## src/rtl/window_magnitude.sv

```systemverilog
// Windowed max/min/amplitude/mid-point/mean of a sample stream.
// in: clk rst_n sample_in sample_valid clear; out: max_out min_out amp dc_offset mean result_valid
module window_magnitude #(
  parameter int DATA_W   = 12,
  parameter int WIN_LOG2 = 10,
  parameter int SIGNED   = 0
) (
  input  logic              clk,
  input  logic              rst_n,
  input  logic [DATA_W-1:0] sample_in,
  input  logic              sample_valid,
  input  logic              clear,
  output logic [DATA_W-1:0] max_out,
  output logic [DATA_W-1:0] min_out,
  output logic [DATA_W-1:0] amp,
  output logic [DATA_W-1:0] dc_offset,
  output logic [DATA_W-1:0] mean,
  output logic              result_valid
);

  localparam int ACC_W = DATA_W + WIN_LOG2;
  localparam bit SGN   = (SIGNED != 0);
  // Flipping the MSB maps two's-complement order onto unsigned order.
  localparam logic [DATA_W-1:0] FLIP = {SGN, {(DATA_W-1){1'b0}}};

  logic [DATA_W-1:0]   run_max_q, run_max_d;
  logic [DATA_W-1:0]   run_min_q, run_min_d;
  logic [ACC_W-1:0]    acc_q, acc_d;
  logic [WIN_LOG2-1:0] cnt_q, cnt_d;
  logic                first_q, first_d;
  logic [DATA_W-1:0]   max_q, max_d;
  logic [DATA_W-1:0]   min_q, min_d;
  logic [DATA_W-1:0]   amp_q, amp_d;
  logic [DATA_W-1:0]   dc_q, dc_d;
  logic [DATA_W-1:0]   mean_q, mean_d;
  logic                rv_q, rv_d;

  logic [ACC_W-1:0]    samp_ext;
  logic [DATA_W:0]     mid_sum;
  logic                close;

  always_comb begin
    samp_ext  = {{WIN_LOG2{SGN & sample_in[DATA_W-1]}}, sample_in};
    run_max_d = run_max_q;
    run_min_d = run_min_q;
    acc_d     = acc_q;
    cnt_d     = cnt_q;
    first_d   = first_q;
    close     = 1'b0;
    if (clear) begin
      cnt_d   = '0;
      first_d = 1'b1;
      acc_d   = '0;
    end else if (sample_valid) begin
      if (first_q) begin
        run_max_d = sample_in;
        run_min_d = sample_in;
        acc_d     = samp_ext;
      end else begin
        if ((sample_in ^ FLIP) > (run_max_q ^ FLIP))
          run_max_d = sample_in;
        if ((sample_in ^ FLIP) < (run_min_q ^ FLIP))
          run_min_d = sample_in;
        acc_d = acc_q + samp_ext;
      end
      cnt_d   = cnt_q + 1'b1;
      first_d = 1'b0;
      if (cnt_q == '1) begin
        close   = 1'b1;
        first_d = 1'b1;
      end
    end
  end

  // One extra bit keeps the mid-point sum from wrapping.
  always_comb begin
    mid_sum = {SGN & run_max_d[DATA_W-1], run_max_d}
            + {SGN & run_min_d[DATA_W-1], run_min_d};
    max_d   = max_q;
    min_d   = min_q;
    amp_d   = amp_q;
    dc_d    = dc_q;
    mean_d  = mean_q;
    rv_d    = 1'b0;
    if (close) begin
      max_d  = run_max_d;
      min_d  = run_min_d;
      amp_d  = run_max_d - run_min_d;
      dc_d   = DATA_W'(mid_sum >> 1);
      mean_d = acc_d[ACC_W-1:WIN_LOG2];
      rv_d   = 1'b1;
    end
  end

  always_ff @(posedge clk) begin
    if (!rst_n) begin
      run_max_q <= '0;
      run_min_q <= '0;
      acc_q     <= '0;
      cnt_q     <= '0;
      first_q   <= 1'b1;
      max_q     <= '0;
      min_q     <= '0;
      amp_q     <= '0;
      dc_q      <= '0;
      mean_q    <= '0;
      rv_q      <= 1'b0;
    end else begin
      run_max_q <= run_max_d;
      run_min_q <= run_min_d;
      acc_q     <= acc_d;
      cnt_q     <= cnt_d;
      first_q   <= first_d;
      max_q     <= max_d;
      min_q     <= min_d;
      amp_q     <= amp_d;
      dc_q      <= dc_d;
      mean_q    <= mean_d;
      rv_q      <= rv_d;
    end
  end

  assign max_out      = max_q;
  assign min_out      = min_q;
  assign amp          = amp_q;
  assign dc_offset    = dc_q;
  assign mean         = mean_q;
  assign result_valid = rv_q;

endmodule

```

## config.mk

```make
export PLATFORM = sky130hd
export DESIGN_NAME = window_magnitude
export DESIGN_NICKNAME = d
export VERILOG_FILES = /design/src/rtl/window_magnitude.sv
export SDC_FILE = /design/constraint.sdc
export NUM_CORES = 1
export LEC_CHECK = 0
export CORE_UTILIZATION = 55
export DETAILED_ROUTE_END_ITERATION = 10
export GPL_TIMING_DRIVEN = 0
export PLACE_DENSITY = 0.76
export SKIP_LAST_GASP = 1
export SYNTH_ARGS = -nofsm -noshare
export SYNTH_HDL_FRONTEND = slang
export SYNTH_SLANG_ARGS = --single-unit
```

## constraint.sdc

```tcl
create_clock -name clk -period 4.9 [get_ports clk]
set_input_delay 0.735 -clock clk [delete_from_list [all_inputs] [get_ports clk]]
set_output_delay 0.735 -clock clk [all_outputs]
set_load 0.05 [all_outputs]
```

==> results.toml <==
[outcome]
status = "finished with violations"
violations = "DRC"

[yosys]
synthTopCellsByArea = "dfxtp_1 36%, ha_1 11%, nor2_1 5.5%, nand2_1 4.3%, a21oi_1 4.1%"
synthArstFlopShare = 0
synth_top_cell_area_share = 0.3615
ys_types = 58
yosysWarnings = 0
synth_seq_cells = 118
synth_flop_cell = "dfxtp_1"
syn_area_mm2 = 0.006534
syn-instance-count = 781
synth_edf_count = 0
syn_avg_cell_area_um2 = 8.366
ys_seq_area_frac = 0.3615
yosys.area.top_type = "dfxtp_1"
synth_fp_nets = 859

[detailed_routing]
routed_wl_um = 18190
viasPerCell = 5.877
antenna_left = 0
first_pass_iters = 9
drcViolationCount = 18
wl_per_cell_um = 17.59
vias = 6077
drt_iter0_markers = 452

[cells_and_area]
drive_gt1_frac = 0.09091
fillers = 893
diodes = 0
layout.nets = 956
mostFrequentLayoutCells = "118 x dfxtp_1, 95 x nor2_1, 75 x nand2_1"
layout.cells.most_common = "dfxtp_1"
multi_input_area_mm2 = 0.003926
seq_area_mm2 = 0.002362
syn2layout_area_growth_pct = 26.37
final_cells = 1034
finalCoreUtilization = 0.7170

[place]
io_buffers = 75
dp_cells = 999
gp_congestion = 0.9188
hpwl_um = 13240

[worst_setup_path]
worst-path-buf-inv = 2
cpMostUsedCell = "ha_1"
rrSetupSlack_ps = 570
slowest_delay_ps = 580
rr_endpoint = "dc_offset[11]$_SDFFE_PN0P_"
slowest_stage = "clkdlybuf4s50_1"
rr_worst_depth = 16
worstPathCellList = "clkdlybuf4s50_1 -> ha_1 -> o211ai_1 -> a211o_1 -> and3_4 -> or3_4 -> buf_6 -> a221o_1 -> ha_1 -> a21oi_1 -> o21bai_1 -> a211oi_1 -> a31oi_2 -> a2111oi_1 -> nor4_1"
critPathArrivalTime_ps = 5020
cp_max_fo = 10
crit_type = "in2reg"
cp_top_family = "compound AO/OA/AOI/OAI gates"
r2r_start = "run_max_q[1]$_SDFF_PN0_"
start_kind = "primary input"
cp-end-kind = "flop"
critPathRequiredTime_ps = 5180

[timing]
layout_min_cycle_time_ps = 4743
finalSetupViolCount = 0
timing.fmax_mhz = 210.8
final-max-slew-violation-count = 0
clock_skew_ps = 7.440
worst_slew_pin_slew_ps = 762.6
rsz0062_at_grt = "false"
maxSlewHeadroom = 0.4885
period_share = 0.9680
finalHoldViolations = 0
fin_setup_tns_ps = 0

[global_route]
grt_pass1_vias = 5674
antenna_found_initial = 0
track_usage = 0.3011
grt_pass1_wl_um = 29000
grt_max_degree = 17
gr-total-overflow = 0

[cts]
cts_buffer_depth = 2
postCtsHoldBufs = 0
clkTransAtPathRegs_ps = 50
numCtsBuffers = 17
cts_root_buf = "clkbuf_16"
clock_sinks = 118
htree_num_levels = 4
clock_latency_ps = 420
tritoncts = "yes"

[worst_hold_path]
whs_endpoint = "amp[1]$_SDFFE_PN0P_"
worstHoldStart = "amp[1]$_SDFFE_PN0P_"
worstHoldPathCells = 2
min-delay-path-class = "reg2reg"

[power_and_ir_drop]
clkPwrFrac = 0.469
seqPwrFrac = 0.349
p_leak_nw = 3.420
p_switching_w = 0.0008015
powerDensity_mw_per_mm2 = 343.8
p_comb_frac = 0.182
p_sw_frac = 0.2823
ir_worst_vdd_v = 0.0002208
internal_power_w = 0.002037

[floorplanning]
die-area_mm2 = 0.01232
fp.dieW_um = 111.0
rows = 39
coreArea_mm2 = 0.01152
start_util = 0.5674
io_pins = 77
die_y_um = 111.0

[run]
maxCapViolations = 0
[metal layers]
metal	global-route usage	routed length [um]	vias up
met5	0	0	-
met4	0.1196	379	0
met3	0.04429	990	36
met2	0.4893	8432	212
met1	0.4020	8390	2908
li1	-	-	2921
[cell usage after synthesis (4+ instances only)]
master / instances
o21ai_0: 16
a221oi_1: 4
clkbuf_1: 29
o21bai_1: 4
buf_2: 5
inv_1: 40
a21oi_1: 54
a211oi_1: 23
a31oi_1: 4
a221o_1: 11
o211a_1: 12
o31ai_1: 4
xnor2_1: 21
mux2i_1: 12
ha_1: 59
nor3_1: 10
and3_1: 7
nand2b_1: 9
nand3_1: 6
xor2_1: 21
and2_1: 15
or3_1: 5
inv_2: 11
nor2b_1: 10
dfxtp_1: 118
o211ai_1: 12
or2_1: 12
nand4_1: 5
nor2_1: 96
a21o_1: 6
o21ai_1: 25
nand2_1: 75
[state kept, by name, indices dropped and copies added (netlist names)]
name and count:
amp 12, result_valid 1, cnt_q 10, min_out 12, run_min_q 12, dc_offset 12, run_max_q 12, mean 12
first_q 1, max_out 12, acc_q 22
[cells by family after synthesis]
group / count (synthesis) / synth area share
DFF: 118 / 0.3615
and+or+nand+nor: 260 / 0.1833
muxes: 15 / 0.02355
buffers and inverters: 89 / 0.05323
xor gates and xnor gates: 42 / 0.05630
AOI/OAI and AO/OA: 195 / 0.1999
adders and majority gates: 62 / 0.1222
[what timing repair did]
item | CTS | global route
setup buffers | 0 | 7
endpoints found under the setup margin | 14 | 13
pin swaps | 0 | 4
gates resized for setup | 12 | 21
gates cloned | 0 | 0
[through the flow]
| stage | cell area [um2] | hold WS [ps] | setup slack (ps) | power (W) |
|---|---|---|---|---|
| floorplan | 6534 | 453.9 | 556.2 | 0.001348 |
| global placement | 7463 | 439.1 | -897.3 | 0.001467 |
| detailed placement | 7463 | 445.1 | -991.8 | 0.001479 |
| CTS | 8138 | 451.5 | 9.547 | 0.002811 |
| global route | 8257 | 461.8 | 9.512 | 0.002931 |
| finish | 8257 | 448.4 | 156.9 | 0.002839 |
[power groups by stage]
| stage | clock network [W] | logic (W) | registers, W |
|---|---|---|---|
| after floorplan | 0 | 0.000342 | 0.00101 |
| final | 0.00133 | 0.000517 | 0.000991 |
| after CTS | 0.00134 | 0.000486 | 0.000989 |
| after global routing | 0.00138 | 0.000561 | 0.000992 |
| after detailed placement | 0 | 0.000470 | 0.00101 |
| after global placement | 0 | 0.000459 | 0.00101 |
[worst register-to-register path, stage by stage (launching register included)]
cell and delay [ps]:
dfxtp_1 400, inv_1 70, ha_1 280, nor2b_1 130
o211ai_1 90, a211o_1 280, and3_4 200, or3_4 380
buf_6 150, a221o_1 400, ha_1 470, a21oi_1 230
o21bai_1 110, a211oi_1 280, a31oi_2 170, a2111oi_1 420
nor4_1 110
[final cells by class]
| type | instances | share of cell area |
|---|---|---|
| Clock inverter | 14 | 0.02455 |
| Inverter | 51 | 0.02319 |
| Multi-Input combinational cell | 574 | 0.4755 |
| Timing Repair Buffer | 82 | 0.09941 |
| Buffer | 34 | 0.01758 |
| Clock buffer | 18 | 0.05198 |
| Sequential cell | 118 | 0.2861 |
| Tap cell | 143 | 0.02167 |
[worst max path at each step]
stage                     depth (start not counted)           from                         end
after global routing                             16   sample_in[3]        amp[11]$_SDFFE_PN0P_
after floorplan                                  17   sample_in[1]        amp[11]$_SDFFE_PN0P_
final                                            15   sample_in[2]  dc_offset[11]$_SDFFE_PN0P_
after detailed placement                         18   sample_in[1]        amp[11]$_SDFFE_PN0P_
after CTS                                        16  sample_in[11]  dc_offset[11]$_SDFFE_PN0P_
after global placement                           18   sample_in[1]        amp[11]$_SDFFE_PN0P_
Note: power is estimated with default switching activity, not from simulation.
